[src/rtl/phy_symbols_pkg.sv]
// Shared definitions for the PHY transmit framer.
//   - 8-bit lane symbol codes (K-characters for control beats)
//   - framer FSM state encoding
package phy_symbols_pkg;

    localparam int unsigned SYM_W = 8;

    localparam logic [SYM_W-1:0] SYM_STP = 8'hFB;
    localparam logic [SYM_W-1:0] SYM_SDP = 8'h5C;
    localparam logic [SYM_W-1:0] SYM_END = 8'hFD;
    localparam logic [SYM_W-1:0] SYM_EDB = 8'hFE;
    localparam logic [SYM_W-1:0] SYM_SKP = 8'h1C;
    localparam logic [SYM_W-1:0] SYM_IDL = 8'h7C;
    localparam logic [SYM_W-1:0] SYM_FTS = 8'h3C;
    localparam logic [SYM_W-1:0] SYM_COM = 8'hBC;

    typedef enum logic [2:0] {
        ST_IDLE    = 3'd0,
        ST_START   = 3'd1,
        ST_DATA    = 3'd2,
        ST_END     = 3'd3,
        ST_SKP_COM = 3'd4,
        ST_SKP     = 3'd5
    } framer_state_e;

endpackage

[src/rtl/phy_skp_timer.sv]
// Saturating beat counter that flags when a skip ordered set is due.
// Ports:
//   clk, rst_n  - clock, async active-low reset
//   en          - count one beat
//   clr         - restart the interval (wins over en)
//   skip_due    - counter has reached SKP_INTERVAL
module phy_skp_timer #(
    parameter int unsigned SKP_INTERVAL = 16
) (
    input  logic clk,
    input  logic rst_n,
    input  logic en,
    input  logic clr,
    output logic skip_due
);

    localparam int unsigned CW = $clog2(SKP_INTERVAL + 1);
    localparam logic [CW-1:0] LIMIT = CW'(SKP_INTERVAL);

    logic [CW-1:0] count;

    // Count up to LIMIT and hold there until cleared.
    always_ff @(posedge clk or negedge rst_n) begin
        if (!rst_n) begin
            count <= '0;
        end else if (clr) begin
            count <= '0;
        end else if (en && (count != LIMIT)) begin
            count <= count + CW'(1);
        end
    end

    assign skip_due = (count == LIMIT);

endmodule

[src/rtl/phy_tx_framer.sv]
// Multi-lane transmit framer: wraps link-layer packets in STP/SDP ... END/EDB,
// fills idle time with IDL and inserts COM+SKP ordered sets between packets.
// Ports:
//   CLK, RESET_N  - byte clock, async active-low reset
//   DATA_IN/DATA_VALID/DATA_LAST/PKT_TYPE - packet beat input
//   DATA_READY    - beat accepted this cycle (state is DATA)
//   TX_DATA/TX_K  - registered lane symbols and per-lane K flags
//   SKP_ACTIVE    - COM/SKP beat on TX_DATA
//   UNDERRUN      - packet nullified with EDB
module phy_tx_framer
    import phy_symbols_pkg::*;
#(
    parameter int unsigned LANES        = 4,
    parameter int unsigned SKP_INTERVAL = 16,
    parameter int unsigned SKP_LEN      = 3
) (
    input  logic                 CLK,
    input  logic                 RESET_N,
    input  logic [8*LANES-1:0]   DATA_IN,
    input  logic                 DATA_VALID,
    input  logic                 DATA_LAST,
    input  logic                 PKT_TYPE,
    output logic                 DATA_READY,
    output logic [8*LANES-1:0]   TX_DATA,
    output logic [LANES-1:0]     TX_K,
    output logic                 SKP_ACTIVE,
    output logic                 UNDERRUN
);

    localparam int unsigned DW  = 8 * LANES;
    localparam int unsigned SBW = 3;

    framer_state_e  state, state_nxt;
    logic           pkt_type_q, pkt_type_nxt;
    logic [SBW-1:0] skp_beat, skp_beat_nxt;

    logic [DW-1:0]    tx_data_nxt;
    logic [LANES-1:0] tx_k_nxt;
    logic             skp_active_nxt;
    logic             underrun_nxt;
    logic             cnt_en;
    logic             cnt_clr;
    logic             skip_due;

    phy_skp_timer #(
        .SKP_INTERVAL (SKP_INTERVAL)
    ) u_skp_timer (
        .clk      (CLK),
        .rst_n    (RESET_N),
        .en       (cnt_en),
        .clr      (cnt_clr),
        .skip_due (skip_due)
    );

    // State and registered outputs.
    always_ff @(posedge CLK or negedge RESET_N) begin
        if (!RESET_N) begin
            state      <= ST_IDLE;
            pkt_type_q <= 1'b0;
            skp_beat   <= '0;
            TX_DATA    <= {LANES{SYM_IDL}};
            TX_K       <= '1;
            SKP_ACTIVE <= 1'b0;
            UNDERRUN   <= 1'b0;
        end else begin
            state      <= state_nxt;
            pkt_type_q <= pkt_type_nxt;
            skp_beat   <= skp_beat_nxt;
            TX_DATA    <= tx_data_nxt;
            TX_K       <= tx_k_nxt;
            SKP_ACTIVE <= skp_active_nxt;
            UNDERRUN   <= underrun_nxt;
        end
    end

    // Next-state logic; a due skip wins over a waiting packet and is only
    // taken from IDLE or END so it never lands inside a packet.
    always_comb begin
        state_nxt    = state;
        pkt_type_nxt = pkt_type_q;
        skp_beat_nxt = skp_beat;
        case (state)
            ST_IDLE: begin
                if (skip_due) begin
                    state_nxt = ST_SKP_COM;
                end else if (DATA_VALID) begin
                    pkt_type_nxt = PKT_TYPE;
                    state_nxt    = ST_START;
                end
            end
            ST_START: state_nxt = ST_DATA;
            ST_DATA: begin
                if (!DATA_VALID) begin
                    state_nxt = ST_IDLE;
                end else if (DATA_LAST) begin
                    state_nxt = ST_END;
                end
            end
            ST_END:     state_nxt = skip_due ? ST_SKP_COM : ST_IDLE;
            ST_SKP_COM: begin
                skp_beat_nxt = SBW'(1);
                state_nxt    = ST_SKP;
            end
            ST_SKP: begin
                if (skp_beat == SBW'(SKP_LEN)) begin
                    state_nxt = ST_IDLE;
                end else begin
                    skp_beat_nxt = skp_beat + SBW'(1);
                end
            end
            default: state_nxt = ST_IDLE;
        endcase
    end

    // Symbol selection for the current state, registered on the next edge.
    always_comb begin
        tx_data_nxt    = {LANES{SYM_IDL}};
        tx_k_nxt       = '1;
        skp_active_nxt = 1'b0;
        underrun_nxt   = 1'b0;
        cnt_en         = 1'b0;
        cnt_clr        = 1'b0;
        case (state)
            ST_IDLE: cnt_en = 1'b1;
            ST_START: begin
                cnt_en      = 1'b1;
                tx_data_nxt = pkt_type_q ? {LANES{SYM_SDP}} : {LANES{SYM_STP}};
            end
            ST_DATA: begin
                cnt_en = 1'b1;
                if (DATA_VALID) begin
                    tx_data_nxt = DATA_IN;
                    tx_k_nxt    = '0;
                end else begin
                    tx_data_nxt  = {LANES{SYM_EDB}};
                    underrun_nxt = 1'b1;
                end
            end
            ST_END: begin
                cnt_en      = 1'b1;
                tx_data_nxt = {LANES{SYM_END}};
            end
            ST_SKP_COM: begin
                cnt_clr        = 1'b1;
                skp_active_nxt = 1'b1;
                tx_data_nxt    = {LANES{SYM_COM}};
            end
            ST_SKP: begin
                skp_active_nxt = 1'b1;
                tx_data_nxt    = {LANES{SYM_SKP}};
            end
            default: ;
        endcase
    end

    assign DATA_READY = (state == ST_DATA);

endmodule
[config.mk]
export PLATFORM = sky130hd
export DESIGN_NAME = phy_tx_framer
export DESIGN_NICKNAME = d
export VERILOG_FILES = /design/src/rtl/phy_symbols_pkg.sv /design/src/rtl/phy_skp_timer.sv /design/src/rtl/phy_tx_framer.sv
export SDC_FILE = /design/constraint.sdc
export NUM_CORES = 1
export LEC_CHECK = 0
export BUFFER_PORTS_ARGS = -buffer_cell sky130_fd_sc_hd__buf_2
export CAP_MARGIN = 30
export CORE_MARGIN = 10
export CORE_UTILIZATION = 52
export DETAILED_ROUTE_END_ITERATION = 12
export PLACE_DENSITY = 0.89
export SYNTH_ARGS = -nofsm -noshare
export SYNTH_HDL_FRONTEND = slang
export SYNTH_SLANG_ARGS = --single-unit
[constraint.sdc]
create_clock -name CLK -period 4.04 [get_ports CLK]
set_input_delay 0.404 -clock CLK [delete_from_list [all_inputs] [get_ports CLK]]
set_output_delay 0.404 -clock CLK [all_outputs]
set_load 0.02 [all_outputs]
==> impl_metrics.toml, run 1 <==
[outcome]
status = "finished, final reports clean"

[hold_path]
hold_path.class = "in -> async"

[logic_synthesis]
synth_seq_cells = 47
syn_inst = 184
yosys.area.top_type_share_pct = 32.3
synth.distinct_cells = 39
ys_seq_area_share_pct = 59.7
synth_edf_count = 0
synth_nets = 225
ys_async_sr_fraction_pct = 100
synth-main-ff-cell = "dfrtp_1"
syn_avg_cell_area_um2 = 10.9
yosysWarnings = 0
synth_area_leaders = "dfrtp_1 (32%), dfstp_2 (27%), nor2_1 (6.5%), nand2b_1 (4.7%), ha_1 (2.5%)"
yosysTopAreaCell = "dfrtp_1"
syn-cell-area_um2 = 2010

[worst_setup_path]
arrival_ns = 1.70
worstReg2RegEnd = "u_skp_timer.count[1]"
worst-r2r-setup-slack_ns = 2.17
worstPathCellList = "nand2b_1, inv_1, buf_2"
rr_worst_depth = 5
cp-endpoint = "DATA_READY"
cp.depth = 3
path_class = "reg -> out"
end_kind = "primary output"
cpPeakStageDelay_ns = 0.89
cp-start-kind = "flip-flop"
cp_data_required_time_ns = 3.64
cp-startpoint = "state[2]"
crit_path_max_fanout = 32
crit-reg2reg-launch = "u_skp_timer.count[0]"
crit_buf_inv = 2
crit_family = "flip-flops"
crit_path_top_delay_cell = "dfrtp_1"

[timing]
setup_tns_ns = 0
slew_headroom_pct = 44.6
rsz0062_at_grt = "false"
holdWs_ns = 0.0771
hold_viol = 0
period_needed_ns = 2.11
clock_skew_ns = 0.00616
tightest_slew_ns = 0.832
min_period_over_period_pct = 52.2
finalSetupViolations = 0
slew_viol_final = 0
fmax_mhz = 475

[place]
gp_congestion = 0.717
dp_hpwl_mm = 3.60
port_buffers = 75

[global_route]
grt_pass1_vias = 1588
grt_pass1_wl_mm = 7.22
antenna_found_initial = 0
overflow = 0
grt.total_usage_pct = 13.5
grtUsageMet3_pct = 6.26
busiest_layer = "met2"
use_met1_pct = 15.9
grt_max_degree = 48
grt.met2_usage_pct = 21.2

[layout]
layout_commonest_cell = "buf_2"
nFillCells = 276
fin_nets = 298
antenna_cells = 0
area_growth_pct = 23.5
final_util_pct = 67.0
drive_gt1_share_pct = 43.0
final_cell_mix = "buf_2 (75), nor2_1 (35), dfrtp_1 (26), dfstp_2 (21), nand2b_1 (15)"

[pwr]
ir_drop_mv = 0.435
p_per_area_nw_per_um2 = 730
finalPower_mw = 1.82
p_leak_nw = 1.20

[job]
cap_violations = 0

[clocking]
clock-sinks = 47
numCtsBuffers = 5
cts_resized = 0
root_buffer = "clkbuf_8"
clk_latency_ns = 0.30
cts.repair_timing.setup_buffer_count = 0
h-tree-depth = 2
clk_pin_slew_ns = 0.08
cts_hold_buf = 0
cts_buffer_depth = 2
cts_tree = "built"

[floorplanning]
die_w_um = 82.2
die_y_um = 82.2
core_area_um2 = 3720
die_area_um2 = 6760
pin_count = 76
initial_utilization_pct = 54.2
rows = 22

[detailed_routing]
drt_iter0_markers = 91
vias_per_cell = 5.22
ant_nets = 0
totalWireLength_mm = 4.76
drt-pass1-iter-count = 4
vias = 1597
wl_per_cell_um = 15.6
drc = 0
==> flip-flops by register name, summed over array words and instances (netlist names) <==
name	flops
TX_DATA	32
u_skp_timer.count	5
skp_beat	3
state	3
SKP_ACTIVE	1
TX_K	1
UNDERRUN	1
pkt_type_q	1
==> area by class of cell <==
| type | instances | area [um^2] | area share, % |
|---|---|---|---|
| Sequential cell | 47 | 1200 | 48.3 |
| Multi-Input combinational cell | 119 | 716 | 28.8 |
| Timing Repair Buffer | 76 | 395 | 15.9 |
| Clock buffer | 6 | 72.6 | 2.92 |
| Tap cell | 48 | 60.1 | 2.41 |
| Inverter | 8 | 30.0 | 1.21 |
| Clock inverter | 2 | 12.5 | 0.503 |
==> how the worst min path moves through the flow <==
stage	from	to	depth (start not counted)
after global placement	skp_beat[2]	skp_beat[2]	1
after global routing	RESET_N	TX_DATA[14]	1
after detailed placement	skp_beat[2]	skp_beat[2]	1
final	RESET_N	TX_DATA[14]	1
after CTS	RESET_N	SKP_ACTIVE	1
after floorplan	RESET_N	SKP_ACTIVE	0
==> layer usage <==
| layer | part of all wire [%] | vias up |
|---|---|---|
| li1 | - | 754 |
| met1 | 37 | 755 |
| met2 | 46 | 82 |
| met3 | 15 | 6 |
| met4 | 1.3 | 0 |
| met5 | 0 | - |
==> synth_stat cells (2+ instances only) <==
cell type / number
nand3_1: 3
o21bai_1: 4
nor2b_1: 2
inv_1: 7
nand3b_1: 2
ha_1: 4
o22ai_1: 2
nand2b_1: 15
a22o_1: 2
o31ai_1: 2
buf_2: 4
dfstp_2: 21
mux2_4: 2
nand2_1: 12
o211ai_1: 2
nor2_1: 35
dfrtp_1: 26
buf_4: 4
a21oi_1: 7
o21ai_0: 9
==> logic make-up (layout without fill, tap and decap cells) <==
logic type	Yosys count	after routing	synth area share (%)
mux	3	3	1.99
compound gates	31	31	9.75
xor+xnor	1	1	0.435
flops	47	47	59.7
simple gates	80	80	20.9
fa+ha+maj	4	4	2.48
buf+inv	18	92	4.78
==> stage by stage <==
| step | std cells | cell area, um^2 | setup slack [ns] |
|---|---|---|---|
| detailed placement | 297 | 2380 | 2.18 |
| CTS | 305 | 2470 | 1.94 |
| floorplan | 184 | 2010 | 2.47 |
| global placement | 297 | 2380 | 2.22 |
| global route | 306 | 2490 | 1.79 |
| finish | 306 | 2490 | 1.93 |
==> power by group <==
group,switching (mW),leakage [nW],internal [mW]
logic,0.438,0.601,0.295
registers,0.135,0.554,0.676
clock network,0.153,0.0412,0.121
(Power assumes the default switching activity.)
==> run 2: changes to the inputs <==
ABC_AREA = 1   (was unset)
CORE_UTILIZATION = 43   (was 52)
PLACE_DENSITY = 0.8   (was 0.89)
clock period = 1.9 ns   (was 4.04 ns; I/O delays follow)
==> run 2 against run 1 <==
Effect of this change: global-route usage decreased by 1.6 points; clock power increased by 100%; clock skew decreased by 0.0027 ns; highest routed layer unchanged.
==> impl_metrics.toml, run 2 <==
[job]
cap_violations = 0

[timing]
fmax_mhz = 628
rsz0062_at_grt = "false"
hold_viol = 0
min_period_over_period_pct = 83.8
finalSetupViolations = 0
fin_ws_ns = 0.309
clock_skew_ns = 0.00343
slew_headroom_pct = 63.1
tightest_slew_ns = 0.554
slew_viol_final = 0
setup_tns_ns = 0
period_needed_ns = 1.59

[layout]
top_regs = "TX_DATA (32), u_skp_timer.count (5)"
regArea_um2 = 1200
design_area_um2 = 2430
final_cell_mix = "buf_2 (75), nand2_1 (40), dfrtp_1 (26), o21ai_0 (23), dfstp_2 (21)"
largest_reg_flops = 32
nFillCells = 384
antenna_cells = 0
layout_commonest_cell = "buf_2"
fin_nets = 310
drive_gt1_share_pct = 43.3
multi_input_area_um2 = 637
area_growth_pct = 25.1
max_flop_register = "TX_DATA"
layout.cells.non_filler = 322

[place]
pre_cts_ws_ns = 0.446
port_buffers = 75
dp_hpwl_mm = 3.45
placed_area_um2 = 2340
gp_congestion = 0.758
dp.cells = 313

[pwr]
p_leak_nw = 1.27
finalPower_mw = 4.10
p_per_area_nw_per_um2 = 1680
ir_drop_mv = 0.673

[detailed_routing]
wl_per_cell_um = 13.6
vias_per_cell = 4.73
drc = 0
totalWireLength_mm = 4.40
drt_iter0_markers = 100
vias = 1523
ant_nets = 0
drt-pass1-iter-count = 4

[logic_synthesis]
synth_common_cells = "nand2_1 (40), dfrtp_1 (26), o21ai_0 (23)"
yosysMostFrequentCell = "nand2_1"
yosysTopAreaCell = "dfrtp_1"
yosysWarnings = 0
synth-main-ff-cell = "dfrtp_1"
yosys.area.top_type_share_pct = 33.4
synthMuxAreaShare_pct = 0.579
synth_edf_count = 0
synth.distinct_cells = 29
yosys.area_share.simple_pct = 21.9
synth_nets = 233
synth_area_leaders = "dfrtp_1 (33%), dfstp_2 (28%), nand2_1 (7.7%), o21ai_0 (5.9%), nor2_1 (3.7%)"
syn-cell-area_um2 = 1950
synth_top_family_by_area = "simple AND/OR/NAND/NOR gates"
syn_inst = 192
ys_async_sr_fraction_pct = 100
synth_seq_cells = 47
synth_compound_area_share_pct = 6.75
synth_fa_ha_area_share_pct = 2.57
syn_avg_cell_area_um2 = 10.1
synth-xor-area-share_pct = 0.900
ys_seq_area_share_pct = 61.8

[worst_setup_path]
cpPeakStageDelay_ns = 0.51
crit_path_max_fanout = 18
crit_path_top_delay_cell = "dfrtp_1"
arrival_ns = 1.40
cp-start-kind = "flip-flop"
path_class = "reg -> out"
worstPathCellList = "nor2_4, buf_2"
crit_buf_inv = 1
cp_data_required_time_ns = 1.71
end_kind = "primary output"
crit_family = "flip-flops"

[clocking]
numCtsBuffers = 5
h-tree-depth = 2
clock-sinks = 47
cts_buffer_depth = 2
cts.repair_timing.setup_buffer_count = 0
clk_latency_ns = 0.29
cts_tree = "built"
root_buffer = "clkbuf_8"
clk_pin_slew_ns = 0.08

[floorplanning]
rows = 24
core_area_um2 = 4350
initial_utilization_pct = 44.7
die_w_um = 87.3
die_area_um2 = 7620
pin_count = 76
die_y_um = 87.3

[global_route]
grt.total_usage_pct = 11.9
antenna_found_initial = 0
grt_pass1_vias = 1641
grt_pass1_wl_mm = 7.37
overflow = 0
grt_max_degree = 48

[outcome]
status = "finished, final reports clean"

[hold_path]
hold_path.class = "in -> reg"
run 2: cell count changes after synthesis, sizes merged, moves of 7 or more:
cell,change
or2,+7
nand2b,-15
nand3,+10
o21ai,+14
nand2,+32
nor2,-14
run 2: kinds of logic after synthesis:
group,count (synthesis)
flops,47
xor+xnor,2
simple gates,90
fa+ha+maj,4
compound gates,26
mux,1
buf+inv,22
run 2: final cells by class:
cell class | count | share of cell area (%)
inverter | 15 | 2.31
multi-input combinational | 123 | 26.2
clock buffer | 7 | 3.13
clock inverter | 1 | 0.206
sequential | 47 | 49.4
timing repair buffer | 77 | 16.1
tap | 52 | 2.67
run 2: timing repair:
item | 4_1_cts | 5_1_grt
endpoints found under the hold margin | 15 | 0
hold buffers | 1 | 0
resized for setup | 0 | 0
run 2: stage by stage:
step	util, %	hold slack [ns]
floorplan	-	-0.106
global placement	53.8	0.303
detailed placement	53.8	0.312
CTS	55.9	0.0760
global route	55.9	0.0750
finish	55.9	0.0844
run 2: routing by layer:
metal | track usage (%) | part of all wire (%) | wire length, um | vias up
met5 | 0 | 0 | 0 | -
met4 | 3.48 | 0.86 | 38 | 0
met3 | 5.81 | 13 | 557 | 5
met2 | 19.4 | 47 | 2060 | 69
met1 | 13.5 | 39 | 1740 | 691
li1 | - | - | - | 758
run 2: worst paths after layout:
kind	startpoint	end	slack, ns	cells past startpoint
setup / recovery	state[2]	DATA_READY	0.31	2
hold / removal	DATA_IN[20]	TX_DATA[20]	0.08	2
setup reg to reg	skp_beat[0]	skp_beat[0]	0.44	5
hold reg to reg	skp_beat[1]	skp_beat[1]	0.51	2
max in group asynchronous	RESET_N	TX_DATA[6]	1.00	3
min in group asynchronous	RESET_N	TX_DATA[16]	0.50	3
run 2: power by group:
group	switching [mW]	leakage, nW	total [mW]	internal (mW)
clock network	0.303	0.0422	0.561	0.258
logic	1.24	0.679	1.85	0.607
registers	0.187	0.548	1.69	1.50
==> run 3: changes to the inputs <==
clock period = 1.4 ns   (was 1.9 ns; I/O delays follow)
==> run 3 against run 2 <==
Effect of this change: the run now ends with negative setup slack left; count of clock-buffer cells in the layout fell by 1; sequential share of layout area fell by 4.7 points; power rose by 58%; cell area rose by 11%; global-route usage rose by 0.75 points; critical path depth rose by 3; critical path type is now reg -> reg; largest power group unchanged.
==> impl_metrics.toml, run 3 (same netlist as run 2, synthesis figures left out) <==
[timing]
finalSetupViolations = 1
hold_viol = 0
min_period_over_period_pct = 100
fin_ws_ns = -0.00436
tightest_slew_ns = 0.510
slew_viol_final = 0
slew_headroom_pct = 66.0
setup_tns_ns = -0.00436
clock_skew_ns = 0.00582
period_needed_ns = 1.40
rsz0062_at_grt = "true"
fmax_mhz = 712

[floorplanning]
die_y_um = 87.3
core_area_um2 = 4350
pin_count = 76
die_area_um2 = 7620
initial_utilization_pct = 44.7
rows = 24
die_w_um = 87.3

[worst_setup_path]
arrival_ns = 1.59
cp-start-kind = "flip-flop"
end_kind = "flip-flop"
path_class = "reg -> reg"
cp_data_required_time_ns = 1.59
crit_path_max_fanout = 7

[place]
port_buffers = 75
dp.cells = 318
dp_hpwl_mm = 3.66
gp_congestion = 0.786
placed_area_um2 = 2410

[detailed_routing]
vias = 1656
ant_nets = 0
wl_per_cell_um = 15.2
totalWireLength_mm = 5.10
drt-pass1-iter-count = 4
drt_iter0_markers = 119
vias_per_cell = 4.93
drc = 0

[global_route]
grt_max_degree = 21
overflow = 0
grt_pass1_vias = 1656
grt.total_usage_pct = 12.7
antenna_found_initial = 0
grt_pass1_wl_mm = 7.73

[pwr]
p_leak_nw = 1.38
ir_drop_mv = 0.883
p_per_area_nw_per_um2 = 2400
finalPower_mw = 6.47

[clocking]
clk_latency_ns = 0.30
clock-sinks = 47
cts_tree = "built"
h-tree-depth = 2
root_buffer = "clkbuf_8"
clk_pin_slew_ns = 0.08
cts_buffer_depth = 2
numCtsBuffers = 5

[layout]
area_growth_pct = 38.5
final_cell_mix = "buf_2 (74), nand2_1 (38), dfrtp_1 (25), dfstp_2 (21), o21ai_0 (21)"
final_util_pct = 61.9
nFillCells = 343
top_regs = "TX_DATA (32), u_skp_timer.count (5)"
design_area_um2 = 2690
max_flop_register = "TX_DATA"
layout_commonest_cell = "buf_2"
antenna_cells = 0
drive_gt1_share_pct = 50.7
fin_nets = 324
layout.cells.non_filler = 336
largest_reg_flops = 32

[hold_path]
hold_path.class = "in -> reg"

[job]
cap_violations = 0

[outcome]
status = "complete, but fails checks"
violations = "negative setup slack"
-- run 3: changes by cell type in the layout (fill, tap and decap cells not counted), moves of 2 or more --
cell and change:
inv_2 +3, o21ai_1 +2, buf_4 +10, buf_6 +2
o21ai_0 -2, nor2_1 -4, nand2_1 -2, clkbuf_1 -2
inv_1 -3, nor2_4 +4, buf_12 +3
-- run 3: repair_timing --
item,CTS,global route
pin swaps,2,4
setup buffers,1,8
resized for setup,7,16
hold buffers,1,0
setup endpoints to repair,12,24
endpoints found under the hold margin,8,0
-- run 3: final cells by class --
class                           count  area, um^2  share of cell area (%)
Clock buffer                        6        93.8                    3.48
Clock inverter                      2        37.5                    1.39
Inverter                           15        56.3                    2.09
Multi-Input combinational cell    123         692                    25.7
Sequential cell                    47        1200                    44.7
Tap cell                           52        65.1                    2.42
Timing Repair Buffer               91         546                    20.3
-- run 3: final timing paths --
path	start	slack (ns)	cells after the start	to
worst max register to register	skp_beat[0]	-0.004	5	skp_beat[0]
max in group asynchronous	RESET_N	0.52	3	TX_DATA[6]
worst min register to register	skp_beat[1]	0.55	2	skp_beat[1]
worst min-delay path	DATA_IN[20]	0.02	2	TX_DATA[20]
worst max-delay path	skp_beat[0]	-0.004	5	skp_beat[0]
min in group asynchronous	RESET_N	0.34	2	TX_DATA[16]
-- run 3: worst max-delay path, stage by stage (launching register included) --
cell     delay (ns)
dfrtp_1        0.39
ha_1           0.20
ha_2           0.19
nor2_4         0.12
nand2_2        0.11
mux2_4         0.28
-- run 3: through the flow --
stage               worst slack (ns)  hold WS [ns]
detailed placement           -0.0358         0.131
finish                      -0.00436        0.0236
global placement              0.0102         0.121
floorplan                     0.0347        -0.156
CTS                         -0.00603        0.0187
global route                 -0.0545        0.0160
-- run 3: where the power goes --
group	switching (mW)	internal, mW	leakage, nW
combinational	1.93	1.15	0.765
clock	0.449	0.640	0.0626
sequential	0.261	2.04	0.547
total	2.64	3.83	1.38
-- run 3: routing by layer --
metal | global-route usage, % | routed length, um | part of all wire (%) | vias up
li1 | - | - | - | 793
met1 | 13.8 | 1910 | 37 | 773
met2 | 20.6 | 2480 | 49 | 75
met3 | 6.46 | 540 | 11 | 15
met4 | 4.64 | 163 | 3.2 | 0
met5 | 0 | 0 | 0 | -
